===== config.mk =====
export PLATFORM = sky130hd
export DESIGN_NAME = exception_unit
export DESIGN_NICKNAME = d
export VERILOG_FILES = /design/src/rtl/cpu_pkg.sv /design/src/rtl/exc_prio.sv /design/src/rtl/exception_unit.sv
export SDC_FILE = /design/constraint.sdc
export NUM_CORES = 1
export LEC_CHECK = 0
export ABC_AREA = 1
export CAP_MARGIN = 20
export CORE_ASPECT_RATIO = 0.6
export CORE_MARGIN = 2
export CORE_UTILIZATION = 36
export DETAILED_ROUTE_END_ITERATION = 16
export PLACE_DENSITY = 0.76
export SLEW_MARGIN = 20
export SYNTH_ARGS = -nofsm -noshare
export SYNTH_HDL_FRONTEND = slang
export SYNTH_HIERARCHICAL = 1
export SYNTH_SLANG_ARGS = --single-unit

===== constraint.sdc =====
create_clock -name clk -period 3.7 [get_ports clk]
set_input_delay 0.37 -clock clk [delete_from_list [all_inputs] [get_ports clk]]
set_output_delay 0.37 -clock clk [all_outputs]
set_load 0.05 [all_outputs]

===== src/rtl/cpu_pkg.sv =====
`default_nettype none
// ============================================================================
//  Module      : cpu_pkg
//  Description : Shared exception codes, exception FSM states and the
//                default exception vector used by the writeback exception
//                controller and its priority encoder.
//  Revision    : 1.0 - initial release
// ============================================================================
package cpu_pkg;

    // MIPS ExcCode values reported through CAUSE
    typedef enum logic [4:0] {
        INT  = 5'd0,
        ADEL = 5'd4,
        ADES = 5'd5,
        SYS  = 5'd8,
        BP   = 5'd9,
        RI   = 5'd10,
        OV   = 5'd12
    } exc_code_t;

    // Exception sequencer states
    typedef enum logic [1:0] {
        IDLE  = 2'd0,
        DRAIN = 2'd1,
        REDIR = 2'd2
    } exc_state_t;

    localparam logic [31:0] EXC_VECTOR_DEFAULT = 32'h0000_0180;

    // Width of the drain counter; holds FLUSH_CYCLES-1 for FLUSH_CYCLES up to 15
    localparam int CNT_W = 4;

endpackage : cpu_pkg
`default_nettype wire


===== src/rtl/exc_prio.sv =====
`default_nettype none
// ============================================================================
//  Module      : exc_prio
//  Description : Combinational exception priority encoder. Picks the single
//                highest-priority cause among the writeback fault flags, the
//                counter interrupt and an ERET issued outside kernel mode,
//                and selects the matching bad virtual address.
//  Revision    : 1.0 - initial release
// ============================================================================
module exc_prio
    import cpu_pkg::*;
(
    input  logic        int_i,
    input  logic        adel_if_i,
    input  logic        ri_i,
    input  logic        syscall_i,
    input  logic        break_i,
    input  logic        ovf_i,
    input  logic        adel_d_i,
    input  logic        ades_i,
    input  logic        eret_i,
    input  logic        kernel_mode_i,
    input  logic [31:0] pc_i,
    input  logic [31:0] bad_va_i,
    output logic        any_exc_o,
    output logic        is_return_o,
    output logic [4:0]  cause_o,
    output logic [31:0] bad_va_o
);

    // ERET from user mode is a privileged-instruction fault, reported as RI
    logic ri_eff;
    assign ri_eff = ri_i | (eret_i & ~kernel_mode_i);

    assign any_exc_o   = int_i | adel_if_i | ri_eff | syscall_i | break_i |
                         ovf_i | adel_d_i | ades_i;
    assign is_return_o = eret_i & kernel_mode_i & ~any_exc_o;

    // Fixed-priority selection of cause and bad address (interrupt first)
    always_comb begin
        cause_o  = INT;
        bad_va_o = 32'h0000_0000;
        if (int_i) begin
            cause_o = INT;
        end else if (adel_if_i) begin
            cause_o  = ADEL;
            bad_va_o = pc_i;
        end else if (ri_eff) begin
            cause_o = RI;
        end else if (syscall_i) begin
            cause_o = SYS;
        end else if (break_i) begin
            cause_o = BP;
        end else if (ovf_i) begin
            cause_o = OV;
        end else if (adel_d_i) begin
            cause_o  = ADEL;
            bad_va_o = bad_va_i;
        end else if (ades_i) begin
            cause_o  = ADES;
            bad_va_o = bad_va_i;
        end
    end

endmodule : exc_prio
`default_nettype wire


===== src/rtl/exception_unit.sv =====
`default_nettype none
// ============================================================================
//  Module      : exception_unit
//  Description : Writeback-stage exception controller. Converts fault flags,
//                ERET and the counter interrupt into one registered entry or
//                return event, squashes younger stages for FLUSH_CYCLES and
//                then redirects fetch to the vector or the saved EPC.
//  Revision    : 1.0 - initial release
// ============================================================================
module exception_unit
    import cpu_pkg::*;
#(
    parameter logic [31:0] EXC_VECTOR   = EXC_VECTOR_DEFAULT,
    parameter int          FLUSH_CYCLES = 2
) (
    input  logic        clk,
    input  logic        rst_n,
    input  logic        wb_valid_i,
    input  logic [31:0] wb_pc_i,
    input  logic        wb_is_branch_i,
    input  logic        wb_adel_i_i,
    input  logic        wb_ri_i,
    input  logic        wb_syscall_i,
    input  logic        wb_break_i,
    input  logic        wb_ovf_i,
    input  logic        wb_adel_d_i,
    input  logic        wb_ades_i,
    input  logic [31:0] wb_bad_va_i,
    input  logic        wb_eret_i,
    input  logic        kernel_mode_i,
    input  logic        int_counter_i,
    input  logic [31:0] epc_q_i,
    output logic        e_enter_o,
    output logic        eret_o,
    output logic [4:0]  cause_o,
    output logic [31:0] epc_o,
    output logic [31:0] bad_va_o,
    output logic        delay_slot_o,
    output logic        flush_o,
    output logic        redirect_o,
    output logic [31:0] redirect_pc_o
);

    localparam logic [CNT_W-1:0] CNT_LOAD = CNT_W'(FLUSH_CYCLES - 1);

    exc_state_t       state_q;
    logic [CNT_W-1:0] cnt_q;
    logic             bd_q;
    logic             e_enter_q, eret_q, redirect_q, delay_slot_q;
    logic [4:0]       cause_q;
    logic [31:0]      epc_q, bad_va_q, redirect_pc_q;

    logic             any_exc, is_return, event_d;
    logic [4:0]       cause_d;
    logic [31:0]      bad_va_d, epc_d;

    exc_prio u_prio (
        .int_i         (int_counter_i),
        .adel_if_i     (wb_adel_i_i),
        .ri_i          (wb_ri_i),
        .syscall_i     (wb_syscall_i),
        .break_i       (wb_break_i),
        .ovf_i         (wb_ovf_i),
        .adel_d_i      (wb_adel_d_i),
        .ades_i        (wb_ades_i),
        .eret_i        (wb_eret_i),
        .kernel_mode_i (kernel_mode_i),
        .pc_i          (wb_pc_i),
        .bad_va_i      (wb_bad_va_i),
        .any_exc_o     (any_exc),
        .is_return_o   (is_return),
        .cause_o       (cause_d),
        .bad_va_o      (bad_va_d)
    );

    // WB inputs only matter while idle; bubbles never raise an event
    assign event_d = (state_q == IDLE) & wb_valid_i & (any_exc | is_return);

    // A victim sitting in a delay slot restarts at its branch
    assign epc_d = bd_q ? (wb_pc_i - 32'd4) : wb_pc_i;

    // Mealy flush covers the victim in the detection cycle; forced low in reset
    assign flush_o = rst_n & (event_d | (state_q == DRAIN));

    // Exception sequencer, delay-slot tracking and registered event outputs
    always_ff @(posedge clk or negedge rst_n) begin
        if (!rst_n) begin
            state_q       <= IDLE;
            cnt_q         <= '0;
            bd_q          <= 1'b0;
            e_enter_q     <= 1'b0;
            eret_q        <= 1'b0;
            redirect_q    <= 1'b0;
            delay_slot_q  <= 1'b0;
            cause_q       <= 5'd0;
            epc_q         <= 32'h0;
            bad_va_q      <= 32'h0;
            redirect_pc_q <= 32'h0;
        end else begin
            e_enter_q  <= 1'b0;
            eret_q     <= 1'b0;
            redirect_q <= 1'b0;
            unique case (state_q)
                IDLE: begin
                    if (event_d) begin
                        state_q       <= DRAIN;
                        cnt_q         <= CNT_LOAD;
                        bd_q          <= 1'b0;
                        e_enter_q     <= any_exc;
                        eret_q        <= ~any_exc;
                        cause_q       <= cause_d;
                        epc_q         <= epc_d;
                        bad_va_q      <= bad_va_d;
                        delay_slot_q  <= bd_q;
                        redirect_pc_q <= any_exc ? EXC_VECTOR : epc_q_i;
                    end else if (wb_valid_i) begin
                        bd_q <= wb_is_branch_i;
                    end
                end
                DRAIN: begin
                    if (cnt_q == '0) begin
                        state_q    <= REDIR;
                        redirect_q <= 1'b1;
                    end else begin
                        cnt_q <= cnt_q - 1'b1;
                    end
                end
                REDIR: begin
                    state_q <= IDLE;
                end
                default: begin
                    state_q <= IDLE;
                end
            endcase
        end
    end

    assign e_enter_o     = e_enter_q;
    assign eret_o        = eret_q;
    assign cause_o       = cause_q;
    assign epc_o         = epc_q;
    assign bad_va_o      = bad_va_q;
    assign delay_slot_o  = delay_slot_q;
    assign redirect_o    = redirect_q;
    assign redirect_pc_o = redirect_pc_q;

endmodule : exception_unit
`default_nettype wire


==> results list <==
* Avg Cell Area, Syn: around 7.8 µm²
- Final setup TNS: 0 ns
- Mapped Area: roughly 0.0060 mm²
- STA puts the critical path data arrival time at approximately 2.7 ns.
- By area the synthesized netlist is led by dfrtp_1 (46%), nand2_1 (17%), inv_1 (4.9%).
- The clock net in this run drives a total of roughly 110 sinks.
- Number of design-rule violations left by the first detailed-router iteration: 557
* Worst Min Path Start: wb_adel_i_i
- Worst-case clock skew: 0.0114 ns
* Max rail drop VDD: around 0.32 mV
- Largest fanout on the critical path: 4
- Die Area: between 0.015 and 0.02 mm²
- Dividing the detail-routed wire length by the instance count gives around 16 µm.
- Most used flip-flop cell after synthesis: dfrtp_1
- After detailed routing, the number of remaining DRC violations is 0.
* Kind of cell adding the most delay to the critical path: simple AND/OR/NAND/NOR gates
- The initial antenna violation count came to 0.
- Wires add up to around 19 mm.
- Largest stage delay on the critical path: a little under 0.7 ns
- Data required, critical path: ~3.3 ns
- Layout filler cell count: 1593
* Crit path buf inv count: 2
- Non-filler cells in the finished layout: between 1000 and 1500
* Worst Tran Pin Value: roughly 1.1 ns
* Reg-to-Reg Start: state_q[1]
* Post-layout net count: between 1000 and 1500
* TritonCTS clock tree: yes
- Synthesis instantiated 32 different standard cells from the library.
- The H-tree was split into 3 levels.
- In the final layout, the share of cells above drive strength 1 is under 10%.
- Of all flip-flops after synthesis, the portion carrying an async set or reset was 100%.
* Slew margin rel.: between 20 and 30%
- Crit path cell chain: clkdlybuf4s50_1, nor2_4, nand2_2, nor2_8, nand3_1, nor2_1, o21ai_4, a21boi_0, buf_12
- The number of global-route vias before repair is ~5500.
* EDFF count, synth: 0
- Global-route congestion overflow total: 0
* Count of mapped cells out of synthesis: approximately 770
- Worst setup path class: in2out
- Antenna violation net count after detailed routing: 0
- Cell area power density: ~660 mW/mm²
- Largest area contributor in the synthesized netlist: dfrtp_1
* IO Count: ~220
- Final Hold Vio Count: 0
- Clock latency of the later-clocked register in the worst-skew pair: approximately 0.36 ns
* Y dimension of the die: between 100 and 150 µm
- Die span in x: roughly 170 µm
- Unrepaired setup endpoints after global routing: false
- Row generation in the floorplan step produced 36 rows.
- Antenna Cells: 0
* Setup crit start kind: input port
* HP Class: in2reg
- CTS buffer count: 9
- Final setup violation count: 0
* Via/cell ratio: around 5
* Post-route cell area: about 0.0086 mm²
- Cts hold-fix bufs: 1
- Largest net degree at the start of global routing: 80
* Routability Congestion: about 0.86
* Post-layout power: roughly 5700 µW
- Flops & latches, synth: 112
* Slew Limit Fails: 0
- Maximum number of buffers from clock root to sink: 2
* Total of max-cap violations: 0
* Aggregate global-route resource usage: about 22%
- The first global-routing pass estimated around 30 mm of wire.
- Detailed routing inserted a total of 5851 vias.
- Clock-pin slew of the registers on the worst-case setup and hold paths: ~0.09 ns
* Sort of element at the end of the critical path: primary output
* Number of buffer cells added on primary ports: around 220
- For this configuration, the core starts out at a cell density of a little under two fifths.
- Once placement completed, the tool counted placed cells totaling between 1000 and 1500.
- Sequential cells were found to cover roughly 46% of the synthesized design area.
- During synthesis, Yosys emitted a total of 6 warnings.
- Post-DP Area: 0.00827 mm²
* HPWL after DPL: 14.0 mm
- The smallest clock period supported by the final layout is computed as between 3 and 4 ns.
* Slowest-stage cell, CP: a21boi_0
- In this run the biggest area consumer among cell types represents a little under half of the synthesized area.
- Before antenna repair, the detailed router went through 5 iterations.
* LEAKAGE: around 0.004 µW
* Peak Freq: 0.330 GHz
* Final Core Density: a little over half
* Beginning of the critical path: wb_break_i
- After clock tree synthesis, the repair step resized 0 gates.
- The run finished with clean final reports.
- The number of nets in the synthesized netlist is 885.
- In this run the post-CTS setup repair buffer count came out at 0.
- The area growth from synthesis to layout is 42.5%.
- The root buffer cell chosen for the clock tree is clkbuf_16.
- In the finished design, the share of the clock period the worst path needs comes to 81.9%.
* Placeable Area: 0.0163 mm²
==> metal layers <==
metal  routed length (µm)  track usage, %
met2                 7860            31.3
met1                 9390            33.3
met5                    0               0
met4                  143            3.45
met3                 1700            5.14
==> cell usage in the layout, fill, tap and decap left out <==
master	instances
a21boi_0	1
a21oi_1	20
a21oi_2	18
a22o_1	30
a2bb2oi_1	1
buf_12	1
buf_2	2
buf_4	9
buf_6	1
clkbuf_16	9
clkdlybuf4s50_1	211
clkinv_8	2
conb_1	1
dfrtp_1	112
dlygate4sd3_1	1
ha_1	3
inv_1	78
inv_12	1
inv_2	3
inv_6	2
inv_8	2
nand2_1	279
nand2_2	6
nand2_4	1
nand3_1	39
nand4_1	6
nor2_1	45
nor2_2	7
nor2_4	7
nor2_8	1
nor3_1	34
o21ai_0	19
o21ai_1	3
o21ai_4	1
o21bai_1	4
o22a_1	2
xnor2_1	3
xor2_1	8
==> synth_stat cells, types with 2 or more instances <==
library cell	count
nand2_1	279
dfrtp_1	112
inv_1	78
nor2_1	45
nand3_1	39
nor3_1	34
a22o_1	30
buf_2	21
a21oi_1	20
o21ai_0	19
a21oi_2	18
xor2_1	8
buf_4	7
nor2_2	7
nor2_4	7
nand2_2	6
nand4_1	6
buf_6	4
clkbuf_1	4
clkbuf_8	4
o21bai_1	4
ha_1	3
inv_2	3
o21ai_1	3
xnor2_1	3
o22a_1	2
==> logic make-up (layout without fill, tap and decap cells) <==
family | count (synthesis) | in the layout | share of synthesized area [%]
AND/OR/NAND/NOR | 425 | 425 | 30.0
buffers and inverters | 121 | 322 | 9.56
flip-flops | 112 | 112 | 46.5
AO/OA/AOI/OAI | 99 | 99 | 11.7
XOR/XNOR | 11 | 11 | 1.60
adder cells (fa/ha/maj) | 3 | 3 | 0.622
other | 1 | 1 | 0.0622
==> report_power, final <==
part,internal (µW),total [µW],switching (µW)
clock,494,1030,538
combinational,901,2890,1990
sequential,1580,1800,218
total,2970,5720,2740
==> worst paths after layout <==
| kind | endpoint | slack, ns | depth (start not counted) |
|---|---|---|---|
| min reg2reg | bad_va_o[18] | 0.48 | 2 |
| max in group asynchronous | bad_va_o[7] | 2.11 | 3 |
| max reg2reg | epc_o[26] | 1.62 | 7 |
| max | flush_o | 0.67 | 9 |
| min in group asynchronous | redirect_pc_o[8] | 0.50 | 2 |
| min | cause_o[0] | 0.46 | 6 |
==> registers in the layout, indices dropped and copies added (netlist names), 2 cells and up <==
name / count
epc_o: 32
bad_va_o: 32
cnt_q: 4
state_q: 2
cause_o: 5
redirect_pc_o: 32
==> worst min-delay path, stage by stage <==
cell	delay, ns
buf_2	0.08
nor2_1	0.09
nand2_1	0.09
nor3_1	0.04
nand2_1	0.05
nand2_1	0.04
==> stage by stage <==
step	hold slack, ns	setup slack, ns
after global routing	0.475	0.537
after CTS	0.439	0.674
after detailed placement	0.356	0.675
after global placement	0.367	0.702
final	0.455	0.668
after floorplan	0.0744	0.717
==> layout make-up <==
cell class,instances,area (µm²),share of cell area (%)
multi-input combinational,539,2660,30.9
inverter,81,304,3.54
tap,228,285,3.32
timing repair buffer,225,2230,26.0
sequential,112,2800,32.6
clock buffer,9,225,2.62
clock inverter,7,88.8,1.03
Power figures use the tool's default switching activity.
